--- src/rtl/up_down_mod_311_if.sv ---
// up_down_mod_311_if: control/status bundle for the up/down modulo counter
//   en/ud/clr/load/load_val/max/sat : commands driven by the master
//   count/tc/wrap/sat_hit           : counter state returned by the slave
interface up_down_mod_311_if #(parameter int WIDTH = 8);
    logic             en_311;
    logic             ud_311;
    logic             clr_311;
    logic             load_311;
    logic [WIDTH-1:0] load_val_311;
    logic [WIDTH-1:0] max_311;
    logic             sat_311;
    logic [WIDTH-1:0] count_311;
    logic             tc_311;
    logic             wrap_311;
    logic             sat_hit_311;
    modport master (
        output en_311, ud_311, clr_311, load_311, load_val_311, max_311, sat_311,
        input  count_311, tc_311, wrap_311, sat_hit_311
    );
    modport slave (
        input  en_311, ud_311, clr_311, load_311, load_val_311, max_311, sat_311,
        output count_311, tc_311, wrap_311, sat_hit_311
    );
endinterface

--- src/rtl/up_down_mod_311.sv ---
// up_down_mod_311: parametrised up/down modulo counter with clear, load, wrap/saturate
//   clk_311   : clock, rising edge
//   reset_311 : asynchronous active-low reset
//   bus       : slave side of up_down_mod_311_if (commands in, count and flags out)
module up_down_mod_311 #(
    parameter int WIDTH = 8
) (
    input logic             clk_311,
    input logic             reset_311,
    up_down_mod_311_if.slave bus
);
    logic [WIDTH-1:0] count_q, count_d;
    logic             wrap_q, wrap_d;
    logic             sat_hit_q, sat_hit_d;
    always_comb begin
        count_d   = count_q;
        wrap_d    = 1'b0;
        sat_hit_d = sat_hit_q;
        if (bus.clr_311) begin
            count_d   = bus.ud_311 ? '0 : bus.max_311;
            sat_hit_d = 1'b0;
        end else if (bus.load_311) begin
            count_d = (bus.load_val_311 > bus.max_311) ? bus.max_311 : bus.load_val_311;
        end else if (bus.en_311) begin
            if (bus.ud_311) begin
                if (count_q < bus.max_311) begin
                    count_d = count_q + 1'b1;
                end else if (bus.sat_311) begin
                    count_d   = bus.max_311;
                    sat_hit_d = 1'b1;
                end else begin
                    count_d = '0;
                    wrap_d  = 1'b1;
                end
            end else begin
                // a count left above a lowered max snaps back into range silently
                if (count_q > bus.max_311) begin
                    count_d = bus.max_311;
                end else if (count_q != '0) begin
                    count_d = count_q - 1'b1;
                end else if (bus.sat_311) begin
                    sat_hit_d = 1'b1;
                end else begin
                    count_d = bus.max_311;
                    wrap_d  = 1'b1;
                end
            end
        end
    end
    always_ff @(posedge clk_311 or negedge reset_311) begin
        if (!reset_311) begin
            count_q   <= '0;
            wrap_q    <= 1'b0;
            sat_hit_q <= 1'b0;
        end else begin
            count_q   <= count_d;
            wrap_q    <= wrap_d;
            sat_hit_q <= sat_hit_d;
        end
    end
    assign bus.count_311   = count_q;
    assign bus.wrap_311    = wrap_q;
    assign bus.sat_hit_311 = sat_hit_q;
    assign bus.tc_311      = bus.ud_311 ? (count_q >= bus.max_311) : (count_q == '0);
endmodule

--- src/flat_wrapper.sv ---
// flat-port wrapper written by rule: the top's interface ports become plain ports
module up_down_mod_311_flat 
#(
    parameter int WIDTH = 8
)
  (clk_311, reset_311, bus_en_311, bus_ud_311, bus_clr_311, bus_load_311, bus_load_val_311, bus_max_311, bus_sat_311, bus_count_311, bus_tc_311, bus_wrap_311, bus_sat_hit_311);
  up_down_mod_311_if #(.WIDTH(WIDTH)) bus_i ();
  input logic clk_311;
  input logic reset_311;
  input wire logic [$bits(bus_i.en_311)-1:0] bus_en_311;
  input wire logic [$bits(bus_i.ud_311)-1:0] bus_ud_311;
  input wire logic [$bits(bus_i.clr_311)-1:0] bus_clr_311;
  input wire logic [$bits(bus_i.load_311)-1:0] bus_load_311;
  input wire logic [$bits(bus_i.load_val_311)-1:0] bus_load_val_311;
  input wire logic [$bits(bus_i.max_311)-1:0] bus_max_311;
  input wire logic [$bits(bus_i.sat_311)-1:0] bus_sat_311;
  output wire logic [$bits(bus_i.count_311)-1:0] bus_count_311;
  output wire logic [$bits(bus_i.tc_311)-1:0] bus_tc_311;
  output wire logic [$bits(bus_i.wrap_311)-1:0] bus_wrap_311;
  output wire logic [$bits(bus_i.sat_hit_311)-1:0] bus_sat_hit_311;
  assign bus_i.en_311 = bus_en_311;
  assign bus_i.ud_311 = bus_ud_311;
  assign bus_i.clr_311 = bus_clr_311;
  assign bus_i.load_311 = bus_load_311;
  assign bus_i.load_val_311 = bus_load_val_311;
  assign bus_i.max_311 = bus_max_311;
  assign bus_i.sat_311 = bus_sat_311;
  assign bus_count_311 = bus_i.count_311;
  assign bus_tc_311 = bus_i.tc_311;
  assign bus_wrap_311 = bus_i.wrap_311;
  assign bus_sat_hit_311 = bus_i.sat_hit_311;
  up_down_mod_311 #(.WIDTH(WIDTH)) u_core (.clk_311(clk_311), .reset_311(reset_311), .bus(bus_i));
endmodule
--- config.mk ---
export PLATFORM = sky130hd
export DESIGN_NAME = up_down_mod_311_flat
export DESIGN_NICKNAME = d
export VERILOG_FILES = /design/src/rtl/up_down_mod_311_if.sv /design/src/rtl/up_down_mod_311.sv /design/src/flat_wrapper.sv
export SDC_FILE = /design/constraint.sdc
export NUM_CORES = 1
export LEC_CHECK = 0
export BUFFER_PORTS_ARGS = -buffer_cell sky130_fd_sc_hd__buf_2
export CAP_MARGIN = 20
export CORE_MARGIN = 1
export CORE_UTILIZATION = 45
export CTS_CLUSTER_DIAMETER = 200
export DETAILED_ROUTE_END_ITERATION = 16
export PLACE_DENSITY = 0.66
export SLEW_MARGIN = 20
export SYNTH_ARGS = -nofsm -noshare
export SYNTH_HDL_FRONTEND = slang
export SYNTH_SLANG_ARGS = --single-unit
--- constraint.sdc ---
create_clock -name clk_311 -period 4.92 [get_ports clk_311]
set_clock_uncertainty 0.1 [all_clocks]
set_input_delay 0.246 -clock clk_311 [delete_from_list [all_inputs] [get_ports clk_311]]
set_output_delay 0.246 -clock clk_311 [all_outputs]
set_load 0.05 [all_outputs]
* Word-level counts from Yosys, hierarchy flattened
Index checks and enable logic that the tools add are counted.
** Word-level totals
- Flip-flop bits (word level) :: 10
- Output and inout bits :: 11
- Word-level logic and storage cells :: 48
- Input port bits :: 23
** Cells by class
- Order comparisons :: 4
- Reduce and logical (&&, ||, !) cells :: 6
- Equality and inequality tests :: 5
- Muxes and demuxes :: 28
- Add/sub/neg operators :: 2
** Operator list (number)
- 2-to-1 mux 8 bit :: 11
- 2-to-1 mux 1 bit :: 17
- greater-than comparator 8 bit :: 2
- != test 3 bit, second input constant :: 3
- adder 8 x 1 -> 8 bit, second input constant :: 1
- >= comparator 8 bit :: 1
- logical NOT 8 bit :: 1
- less-than comparator 8 bit :: 1
- nonzero test 8 bit :: 1
- subtractor 8 x 1 -> 8 bit, second input constant :: 1
- != test 6 x 4 -> 1 bit, second input constant :: 1
- AND reduction 5 bit :: 1
- nonzero test 3 bit :: 1
- != test 2 bit, second input constant :: 1
- AND reduction 2 bit :: 1
- nonzero test 2 bit :: 1

* Logic depth before layout (Yosys ltp)
- Depth after elaboration :: 7
- Gate-level depth with buffers :: 10
- Gate-level depth less buffers :: 9

* Worst setup path before layout
OpenSTA, ideal clock, no wires.
- Path type :: register to output
- Start :: register u_core.count_q[3], in the netlist u_core.bus.count_311[3]
- End :: output port bus_tc_311
- Buffers on the path :: 1
- Cell stages (with the launch flop) :: 6
- Data arrival time :: 2.582 ns
- Data required time :: 4.574 ns
- Setup slack :: 1.992 ns
- Cell sequence :: dfrtp_1 > buf_2 > or4_4 > nor4b_4 > nor2_1 > a21oi_1
** On the way
- Longest elaborated chain between the ends :: 2
- Elaborated cells between the ends (all ways) :: 3
- Those cells by class :: order compare: 1; mux: 1; reduce/logical: 1
** RTL lines
- start, declared :: RTL line up_down_mod_311.sv:12 : logic [WIDTH-1:0] count_q, count_d;
- start signal, assigned :: RTL line up_down_mod_311.sv:56 : count_q <= count_d;
- >= comparator 8 bit / logical NOT 8 bit (equally long branches) :: RTL line up_down_mod_311.sv:64 : assign bus.tc_311 = bus.ud_311 ? (count_q >= bus.max_311) : (count_q == '0);
- 2-to-1 mux 1 bit (*) :: RTL line up_down_mod_311.sv:64
- end, declared :: RTL line flat_wrapper.sv:18 : output wire logic [$bits(bus_i.tc_311)-1:0] bus_tc_311;
Every way passes the cells marked *; elsewhere a longest branch is shown, timed or not.

* Worst setup path after layout
- Start :: register u_core.count_q[1], in the netlist u_core.bus.count_311[1]
- End :: register u_core.count_q[7], in the netlist u_core.bus.count_311[7]
** On the way
- Longest elaborated chain between the ends :: 7
- Elaborated cells between the ends (all ways) :: 14
- Those cells by class :: add/sub: 2; order compare: 2; eq/ne: 1; mux: 7; reduce/logical: 2
** RTL lines
- subtractor 8 x 1 -> 8 bit / nonzero test 8 bit (equally long branches) :: RTL line up_down_mod_311.sv:40, up_down_mod_311.sv:39
- 2-to-1 mux 8 bit :: RTL line up_down_mod_311.sv:39 : end else if (count_q != '0) begin
- 2-to-1 mux 8 bit :: RTL line up_down_mod_311.sv:37 : if (count_q > bus.max_311) begin
- 2-to-1 mux 8 bit :: RTL line up_down_mod_311.sv:25 : if (bus.ud_311) begin
- 2-to-1 mux 8 bit :: RTL line up_down_mod_311.sv:24 : end else if (bus.en_311) begin
- 2-to-1 mux 8 bit :: RTL line up_down_mod_311.sv:22 : end else if (bus.load_311) begin
- 2-to-1 mux 8 bit :: RTL line up_down_mod_311.sv:19 : if (bus.clr_311) begin
Parallel ways exist; a longest one is shown, timed or not. The select of a mux whose other input is x is not followed.
A chain may end at the register's enable or synchronous reset.

==> out/metrics.csv <==
metric,value,unit
status,finished clean,
first-pass GRT wire length,7620,µm
n_diodes,0,
fin crit period,2.99,ns
antenna-violating nets left,0,
routed length per instance,17.9,µm
"EDFF count, synth",0,
hold_buf cts,1,
ys async rst share,100,%
setup bufs post-CTS,0,
"area leader, netlist",dfrtp_1,
Die X-Extent,60.1,µm
Tot Pwr,0.000490,W
DIE HEIGHT,60.1,µm
DR pass1 iterations,4,
fmax,0.335,GHz
FP Rows,20,
CTS resizes,0,
Leakage,0.825,nW
clk_lat worst skew,0.29,ns
DRC Markers,0,
CORE AREA,3130,µm²
setup TNS,0,ns
Rel. slew slack,43.1,%
Worst Path Required,5.03,ns
Flop pwr share,26.0,%
port bufs,33,
Starting DRT DRC Count,90,
DR vias,1631,
Area growth syn-to-layout,14.8,%
Final Slew Violations,0,
Synth top area share,16.5,%
Synth Net Count,229,
VDD IR max,0.107,mV
Sw Ratio,49.7,%
switching pwr,0.000244,W
Total Nets Final,260,
Comb power frac,57.9,%
layout cell share with drive strength beyond 1,21.7,%
RSZ-0062 raised after global routing,false,
Finish-stage setup viols,0,
ys flop type,dfrtp_1,
most common cell in the synthesized netlist,nor2_1,
clock tree buffer depth,2,
synth unique cells,49,
Clock Sinks,10,
vias in the first global route,1583,
HP Class,in -> reg,
non-filler cells in the finished layout,261,
TritonCTS Buffers,3,
Synth Warn #,0,
"Seq/Total Area, Yosys",16.5,%
Hold Startpoint,bus_en_311,
Gate Count Post-Synth,187,
crit start category,register,
initial core utilization,48.6,%
syn_area_per_cell,8.13,µm²
Worst Tran Pin Value,0.852,ns
root buf cell,clkbuf_4,
most common library cells after synthesis,"nor2_1 (23), ha_1 (19), inv_1 (14)",
Overflow after GRT,0,
Hold EP,u_core.bus.wrap_311,
PD cells,281,nW/µm²
critical-path maximum fanout,9,
maximum number of pins on one net before global-route repair,16,
Final GP Congestion,0.897,
GRT Total Usage,28.6,%
CTS tree,built,
R2R depth,8,
initial antenna violation count,0,
period utilisation layout,60.7,%
Clk network pwr share,16.1,%
H-tree depth,1,
RR Endpoint,u_core.bus.count_311[7],
max_cap viols,0,
die footprint,3610,µm²
CP endpoint kind,register,
worst hold path depth,3,
DR vias/cell,6.25,
Critical R2R Launch,u_core.bus.count_311[1],
IO Count,34,
Post-Syn Area,1520,µm²
HPWL Detailed,3650,µm
Inst Count DP,256,
worst reg-to-reg setup slack,1.93,ns
"Reg clk slew, reported paths",0.07,ns
largest cells by area after synthesis,"dfrtp_1 (16%), ha_1 (16%), nor2_1 (5.7%)",
Final Hold Vio Count,0,
"wirelength, routed",4660,µm
Synth Register Bits,10,
Critical Path AT,3.10,ns
WS Path Type,reg -> reg,
Pint,0.000247,W
==> worst max-delay path by stage <==
stage / from / to / slack, ns / cells after the start
2_1_floorplan: u_core.bus.count_311[3] / bus_tc_311 / 1.99 / 5
3_3_place_gp: u_core.bus.count_311[1] / u_core.bus.count_311[7] / 2.02 / 8
3_5_place_dp: u_core.bus.count_311[1] / u_core.bus.count_311[7] / 1.96 / 8
4_1_cts: u_core.bus.count_311[1] / u_core.bus.count_311[7] / 1.95 / 8
5_1_grt: u_core.bus.count_311[3] / u_core.bus.count_311[7] / 1.77 / 7
6_report: u_core.bus.count_311[1] / u_core.bus.count_311[7] / 1.93 / 8
==> layout by cell type, fill, tap and decap left out, types with 2 or more instances in the layout <==
cell type,netlist,routed
a31oi_1,9,9
and4_1,2,2
a22oi_1,8,8
ha_1,19,19
a211o_1,3,3
nor2b_1,2,2
dfrtp_1,10,10
o2bb2ai_1,2,2
nand3_1,5,5
inv_1,14,14
xor2_1,5,5
nor2_1,23,23
nor4_1,2,2
xnor2_1,7,7
nand2_1,11,11
mux2i_1,8,8
nor3b_1,2,2
buf_2,3,33
a21oi_1,7,7
clkbuf_4,0,3
nor3_1,4,4
o211ai_1,9,9
nand4_1,2,2
==> power by group through the flow <==
stage / combinational, W / sequential, W / clock (W)
after floorplan: 0.000186 / 0.000150 / 0
after global placement: 0.000275 / 0.000127 / 0
after detailed placement: 0.000279 / 0.000128 / 0
after CTS: 0.000281 / 0.000126 / 0.0000792
after global routing: 0.000312 / 0.000129 / 0.0000818
final: 0.000284 / 0.000127 / 0.0000791
==> cell type report <==
class                           instances  area [µm²]
Sequential cell                        10         250
Inverter                               14        52.6
Tap cell                               44        55.1
Clock buffer                            4        36.3
Fill cell                             301        1380
Timing Repair Buffer                   34         175
Multi-Input combinational cell        155        1180
==> layer usage <==
| metal | wire (µm) | up-vias | GRT usage [%] |
|---|---|---|---|
| met2 | 2150 | 95 | 43.5 |
| met3 | 414 | 12 | 6.93 |
| met1 | 1990 | 754 | 37.2 |
| li1 | - | 770 | - |
| met4 | 107 | 0 | 14.6 |
| met5 | 0 | - | 0 |
==> registers in the layout (all words and copies together) (netlist names) <==
signal / flops
u_core.bus.wrap_311: 1
u_core.bus.count_311: 8
u_core.bus.sat_hit_311: 1
==> worst max-delay path: stages, from the launching register on <==
cell      delay (ns)
dfrtp_1         0.48
ha_1            0.35
nor2b_1         0.13
o211ai_1        0.23
a21oi_2         0.18
nor2_1          0.57
mux2_2          0.41
a211o_1         0.29
a31oi_1         0.16
==> metrics by stage <==
stage | cell area, µm² | setup WS, ns | hold slack, ns | util [%]
after CTS | 1750 | 1.95 | 0.151 | 55.8
after global routing | 1750 | 1.77 | 0.153 | 55.8
after global placement | 1700 | 2.02 | 0.0213 | 54.3
final | 1750 | 1.93 | 0.155 | 55.8
after detailed placement | 1700 | 1.96 | 0.0224 | 54.3
after floorplan | 1520 | 1.99 | -0.150 | -
==> cells by family after synthesis <==
| logic type | count (synthesis) | synth area share (%) |
|---|---|---|
| fa+ha+maj | 19 | 15.6 |
| xor+xnor | 12 | 6.91 |
| simple gates | 62 | 22.1 |
| mux | 10 | 7.00 |
| compound gates | 52 | 25.8 |
| flops | 10 | 16.5 |
| buf+inv | 22 | 6.17 |
No activity file was read; power rests on OpenSTA's default activity.
